<file path="src/rtl/dmem_pkg.sv">
// Shared types and constants for the handshaked data memory (dmem_hs).
package dmem_pkg;

    localparam int LAT_W       = 3;
    localparam int BYTE_W      = 8;
    localparam int MAX_LATENCY = 7;

    typedef enum logic [1:0] {
        IDLE  = 2'd0,
        WAIT  = 2'd1,
        RESP  = 2'd2,
        CLEAR = 2'd3
    } state_e;

endpackage

</file>
<file path="src/rtl/dmem_array.sv">
// DEPTH x DATA_W storage: synchronous byte-lane write, registered read port with
// an explicit force-to-zero for out-of-range reads.
module dmem_array
    import dmem_pkg::*;
#(
    parameter int DATA_W = 32,
    parameter int DEPTH  = 64,
    parameter int IDX_W  = 6
) (
    input  logic                     clk,
    input  logic                     rst_n,
    input  logic                     we_i,
    input  logic                     re_i,
    input  logic                     zero_i,
    input  logic [IDX_W-1:0]         idx_i,
    input  logic [DATA_W-1:0]        wdata_i,
    input  logic [DATA_W/BYTE_W-1:0] be_i,
    output logic [DATA_W-1:0]        rdata_o
);

    localparam int NB = DATA_W / BYTE_W;

    logic [DATA_W-1:0] mem_q [DEPTH];
    logic [DATA_W-1:0] rdata_q;

    always_ff @(posedge clk) begin
        if (we_i) begin
            for (int b = 0; b < NB; b++) begin
                if (be_i[b]) begin
                    mem_q[idx_i][b*BYTE_W +: BYTE_W] <= wdata_i[b*BYTE_W +: BYTE_W];
                end
            end
        end
    end

    // A write leaves the last read result in place.
    always_ff @(posedge clk or negedge rst_n) begin
        if (!rst_n) begin
            rdata_q <= '0;
        end else if (zero_i) begin
            rdata_q <= '0;
        end else if (re_i) begin
            rdata_q <= mem_q[idx_i];
        end
    end

    assign rdata_o = rdata_q;

endmodule

</file>
<file path="src/rtl/dmem_hs.sv">
// Handshaked data memory: LATENCY wait states, byte-lane writes, range error, one-cycle response.
// Define DMEM_INIT_EN to zero the array with a CLEAR sweep after every reset.
module dmem_hs
    import dmem_pkg::*;
#(
    parameter int DATA_W  = 32,
    parameter int DEPTH   = 64,
    parameter int ADDR_W  = 32,
    parameter int LATENCY = 1
) (
    input  logic                     clk,
    input  logic                     reset,
    input  logic                     req,
    input  logic                     we,
    input  logic [ADDR_W-1:0]        addr,
    input  logic [DATA_W-1:0]        write_data,
    input  logic [DATA_W/BYTE_W-1:0] byte_en,
    output logic                     ready,
    output logic                     rvalid,
    output logic [DATA_W-1:0]        read_data,
    output logic                     err
);

    localparam int NB    = DATA_W / BYTE_W;
    localparam int IDX_W = (DEPTH > 1) ? $clog2(DEPTH) : 1;
    localparam int WIDX  = ADDR_W - 2;
    localparam logic [WIDX:0] DEPTH_X = (WIDX+1)'(DEPTH);
`ifdef DMEM_INIT_EN
    localparam state_e RESET_ST = CLEAR;
`else
    localparam state_e RESET_ST = IDLE;
`endif

    state_e            state_q, state_d;
    logic [LAT_W-1:0]  cnt_q, cnt_d;
    logic              we_q, oor_q;
    logic [WIDX-1:0]   idx_q;
    logic [DATA_W-1:0] wdata_q;
    logic [NB-1:0]     be_q;

    logic              accept, commit, clr_done;
    logic              c_we, c_oor;
    logic [WIDX-1:0]   c_idx;
    logic [DATA_W-1:0] c_wdata;
    logic [NB-1:0]     c_be;
    logic              arr_we, arr_re, arr_zero;
    logic [IDX_W-1:0]  arr_idx;
    logic [DATA_W-1:0] arr_wdata;
    logic [NB-1:0]     arr_be;
    logic              unused_addr_lsb;

    assign unused_addr_lsb = ^addr[1:0];
    assign ready  = (state_q == IDLE) || (state_q == RESP);
    assign rvalid = (state_q == RESP);
    assign err    = rvalid && oor_q;
    assign accept = req && ready;

    // With no wait states the request commits on its own accept edge, straight from the ports.
    always_comb begin
        c_we    = we_q;
        c_idx   = idx_q;
        c_wdata = wdata_q;
        c_be    = be_q;
        if (LATENCY == 0) begin
            c_we    = we;
            c_idx   = addr[ADDR_W-1:2];
            c_wdata = write_data;
            c_be    = byte_en;
        end
        c_oor = {1'b0, c_idx} >= DEPTH_X;
    end

    always_comb begin
        state_d = state_q;
        cnt_d   = cnt_q;
        case (state_q)
            IDLE, RESP: begin
                state_d = IDLE;
                if (accept) begin
                    if (LATENCY == 0) begin
                        state_d = RESP;
                    end else begin
                        state_d = WAIT;
                        cnt_d   = LAT_W'(LATENCY - 1);
                    end
                end
            end
            WAIT: begin
                if (cnt_q == '0) state_d = RESP;
                else             cnt_d   = cnt_q - LAT_W'(1);
            end
            CLEAR: begin
                if (clr_done) state_d = IDLE;
            end
            default: state_d = IDLE;
        endcase
    end

    assign commit = reset && (state_d == RESP);

`ifdef DMEM_INIT_EN
    logic [IDX_W-1:0] clr_q;

    always_ff @(posedge clk or negedge reset) begin
        if (!reset)                 clr_q <= '0;
        else if (state_q == CLEAR)  clr_q <= clr_q + IDX_W'(1);
    end

    assign clr_done = (clr_q == IDX_W'(DEPTH - 1));
`else
    assign clr_done = 1'b1;
`endif

    always_comb begin
        arr_we    = commit && c_we && !c_oor;
        arr_re    = commit && !c_we && !c_oor;
        arr_zero  = commit && !c_we && c_oor;
        arr_idx   = c_idx[IDX_W-1:0];
        arr_wdata = c_wdata;
        arr_be    = c_be;
`ifdef DMEM_INIT_EN
        if (state_q == CLEAR) begin
            arr_we    = 1'b1;
            arr_idx   = clr_q;
            arr_wdata = '0;
            arr_be    = '1;
        end
`endif
        // Nothing reaches the array while reset is held, so an aborted write is dropped.
        if (!reset) arr_we = 1'b0;
    end

    always_ff @(posedge clk or negedge reset) begin
        if (!reset) begin
            state_q <= RESET_ST;
            cnt_q   <= '0;
            we_q    <= 1'b0;
            idx_q   <= '0;
            wdata_q <= '0;
            be_q    <= '0;
            oor_q   <= 1'b0;
        end else begin
            state_q <= state_d;
            cnt_q   <= cnt_d;
            if (accept) begin
                we_q    <= we;
                idx_q   <= addr[ADDR_W-1:2];
                wdata_q <= write_data;
                be_q    <= byte_en;
            end
            if (commit) oor_q <= c_oor;
        end
    end

    dmem_array #(
        .DATA_W(DATA_W),
        .DEPTH (DEPTH),
        .IDX_W (IDX_W)
    ) u_array (
        .clk    (clk),
        .rst_n  (reset),
        .we_i   (arr_we),
        .re_i   (arr_re),
        .zero_i (arr_zero),
        .idx_i  (arr_idx),
        .wdata_i(arr_wdata),
        .be_i   (arr_be),
        .rdata_o(read_data)
    );

endmodule

</file>
<file path="config.mk">
export PLATFORM = sky130hd
export DESIGN_NAME = dmem_hs
export DESIGN_NICKNAME = d
export VERILOG_FILES = /design/src/rtl/dmem_pkg.sv /design/src/rtl/dmem_array.sv /design/src/rtl/dmem_hs.sv
export SDC_FILE = /design/constraint.sdc
export NUM_CORES = 2
export LEC_CHECK = 0
export BUFFER_PORTS_ARGS = -buffer_cell sky130_fd_sc_hd__buf_4
export CORE_ASPECT_RATIO = 0.7
export CORE_MARGIN = 4
export CORE_UTILIZATION = 30
export CTS_CLUSTER_DIAMETER = 100
export DETAILED_ROUTE_END_ITERATION = 12
export GPL_ROUTABILITY_DRIVEN = 0
export SKIP_LAST_GASP = 1
export SLEW_MARGIN = 20
export SYNTH_ARGS = -nofsm -noshare
export SYNTH_HDL_FRONTEND = slang
export SYNTH_SLANG_ARGS = --single-unit
</file>
<file path="constraint.sdc">
create_clock -name clk -period 3.1 [get_ports clk]
set_clock_uncertainty 0.1 [all_clocks]
set_input_delay 0.31 -clock clk [delete_from_list [all_inputs] [get_ports clk]]
set_output_delay 0.31 -clock clk [all_outputs]
set_load 0.02 [all_outputs]
</file>
==> impl_metrics.csv <==
group,metric,value,unit
outcome,outcome,"finished with violations",
outcome,violations,"negative setup slack",
synthesis,ys_ff_latch,2153,
routing,drc_errors,0,
global_route,track_usage,0.190,
synthesis,synth_cell_types,80,
sta,post-route-min-period,3.17,ns
final_layout,layout-drive-gt1-share,0.282,
synthesis,synth_area_leaders,"edfxtp_1 74%, mux4_2 6.6%, dfrtp_1 3.1%",
routing,drt_wl_total,283000,um
final_layout,fin_area,99900,um2
global_route,grt_pass1_wl,385000,um
flow_run,maxCapViolations,0,
final_layout,final_nets,5294,
power_and_ir_drop,total_leakage_power,0.0320,uW
routing,ant_nets,0,
die,die_w,639,um
synthesis,postSynthCellCount,4509,
sta,fin_setup_tns,-0.912,ns
synthesis,yosysWarnings,0,
clock_tree,htree_levels,4,
synthesis,synth_area,83600,um2
sta,finalHoldViolations,0,
die,die_area,287000,um2
power_and_ir_drop,switchingPower,32200,uW
synthesis,seq_area_frac_synth,0.768,
sta,clock.fmax,316,MHz
power_and_ir_drop,power.density,919,nW/um2
routing,first_iter_violations,8527,
sta,rsz0062_at_grt,"true",
final_layout,area_growth,19.6,%
clock_tree,clock_latency,0.86,ns
clock_tree,ctsLongestPathBuffers,4,
clock_tree,cts_tree,"built",
sta,fin_crit_sh,1.02,
die,row_count,161,
sta,holdWs,0.0515,ns
global_route,grt-ovfl-total,0,
critical_path,critPathRequiredTime,3.73,ns
die,die_h,450,um
synthesis,synth_most_common_cell,"edfxtp_1",
placement,hpwl,187000,um
clock_tree,clockRootBuffer,"clkbuf_16",
placement,numPortBuffers,104,
power_and_ir_drop,p_comb_frac,0.306,
critical_path,endpoint_kind,"flip-flop",
critical_path,crit_type,"flip-flop to flip-flop",
critical_path,arrival,3.80,ns
clock_tree,numCtsBuffers,196,
synthesis,synth_edf_count,2048,
routing,vias_per_cell,5.53,
sta,fin_ws,-0.0664,ns
synthesis,synth.top_cell.area_share,0.736,
synthesis,yosys.area.top_type,"edfxtp_1",
placement,place_area,92900,um2
power_and_ir_drop,peakVddDrop,0.793,mV
sta,worst_pin_slew,1.20,ns
synthesis,synthArstFlopShare,0.0488,
routing,vias,50100,
synthesis,yosys-top-cells-count,"2,048 x edfxtp_1, 339 x nor2_1, 244 x mux4_2",
die,num_io_pins,107,
critical_path,cp_max_fo,19,
global_route,grt_max_degree,92,
power_and_ir_drop,p_int,59600,uW
clock_tree,clk_pin_slew,0.07,ns
die,core,276000,um2
sta,setup_viol,56,
power_and_ir_drop,seq_power_share,0.434,
min_path,hold_class,"input port to flip-flop",
routing,wl_per_cell,31.2,um
routing,drt-pass1-iter-count,13,
power_and_ir_drop,switching_share,0.351,
clock_tree,clock-sinks,2153,
sta,relSlewSlack,0.198,
sta,slew_viol_final,0,
synthesis,avgSynthCellArea,18.5,um2
power_and_ir_drop,pwr-share-clk,0.259,
global_route,grt_pass1_vias,47400,
synthesis,synth_nets,4583,
synthesis,dominantRegCellSynth,"edfxtp_1",
global_route,antenna_found_initial,11,
final_layout,fill_cells,25500,
die,start_util,0.303,
critical_path,start_kind,"flip-flop",
## cells in the final DEF, fill, tap and decap left out, types with 70 or more instances in the layout
master            n
o221ai_1        117
o21ai_0         107
nand2_1         190
mux2_2          181
o22ai_1         231
buf_4           648
clkbuf_16       200
nor2_1          337
buf_12           81
mux4_2          244
dlygate4sd3_1    70
mux2i_1         158
dfrtp_1          70
a21oi_1          90
edfxtp_1       2048
## power groups by stage
stage               Combinational, uW  Clock [uW]  Sequential [uW]
finish                          28200       23800            39900
global route                    28700       25300            40200
CTS                             27200       24000            40000
detailed placement              27000           0            40600
global placement                26700           0            40400
floorplan                       14300           0            39300
## final cells by class
| class | instances | area [um2] | area share |
|---|---|---|---|
| sequential | 2153 | 64200 | 0.643 |
| multi-input combinational | 2055 | 17700 | 0.177 |
| timing repair buffer | 800 | 7200 | 0.0720 |
| clock buffer | 256 | 5350 | 0.0535 |
| tap | 3667 | 4590 | 0.0459 |
| clock inverter | 98 | 769 | 0.00770 |
| inverter | 14 | 57.6 | 0.000576 |
| antenna | 18 | 45.0 | 0.000451 |
## state kept, by name, indices dropped and copies added (netlist names)
name	flops
u_array.mem_q	2048
u_array.rdata_o	32
c_idx	30
oor_q	1
c_we	1
arr_be	4
arr_wdata	32
cnt_q	3
state_q	2
## cells by family after synthesis
| family | synth area share |
|---|---|
| flip-flops | 0.768 |
| buffers and inverters | 0.0221 |
| AND/OR/NAND/NOR | 0.0351 |
| adder cells (fa/ha/maj) | 0.000299 |
| AO/OA/AOI/OAI | 0.0660 |
| multiplexers | 0.109 |
## per-layer routing
metal  GRT usage  up-vias  wire [um]
met3      0.0783      528      43700
met1       0.270    26100     112000
met5      0.0113        -        698
met4      0.0572       29       9600
li1            -    19800          -
met2       0.263     3655     117000
## timing repair
item,in CTS,in global routing
setup endpoints to repair,188,125
hold buffers,70,0
cloned,0,0
hold endpoints to repair,132,0
pin swaps,1,0
buffers inserted,4,1
gates resized for setup,9,8
## critical path, stage by stage, from the launching register on
cell and delay (ns):
dfrtp_4 0.61, inv_4 0.11, nor2_1 0.93, buf_4 0.33, a22oi_1 0.12, a21oi_1 0.19, buf_4 0.20, a31oi_1 0.13
a32o_1 0.32
## metrics by stage
stage                     utilization  setup WS (ns)  power, uW  instances
final                           0.362        -0.0664      91900       9061
after global placement          0.337         -0.310      67100       8614
after floorplan                     -          0.399      53600       4509
after CTS                       0.362        0.00169      91200       9042
after detailed placement        0.337         -0.354      67600       8614
after global routing            0.362        -0.0408      94200       9043
## worst paths after layout
check	slack, ns	from	to	cells past startpoint
setup / recovery	-0.07	c_idx[0]	u_array.rdata_o[8]	8
hold / removal	0.05	req	state_q[0]	3
setup reg to reg	-0.07	c_idx[0]	u_array.rdata_o[8]	8
hold reg to reg	0.38	u_array.rdata_o[5]	u_array.rdata_o[5]	2
max in group asynchronous	1.25	reset	arr_wdata[26]	5
min in group asynchronous	0.54	reset	u_array.rdata_o[18]	4
No activity file was read; power rests on OpenSTA's default activity.
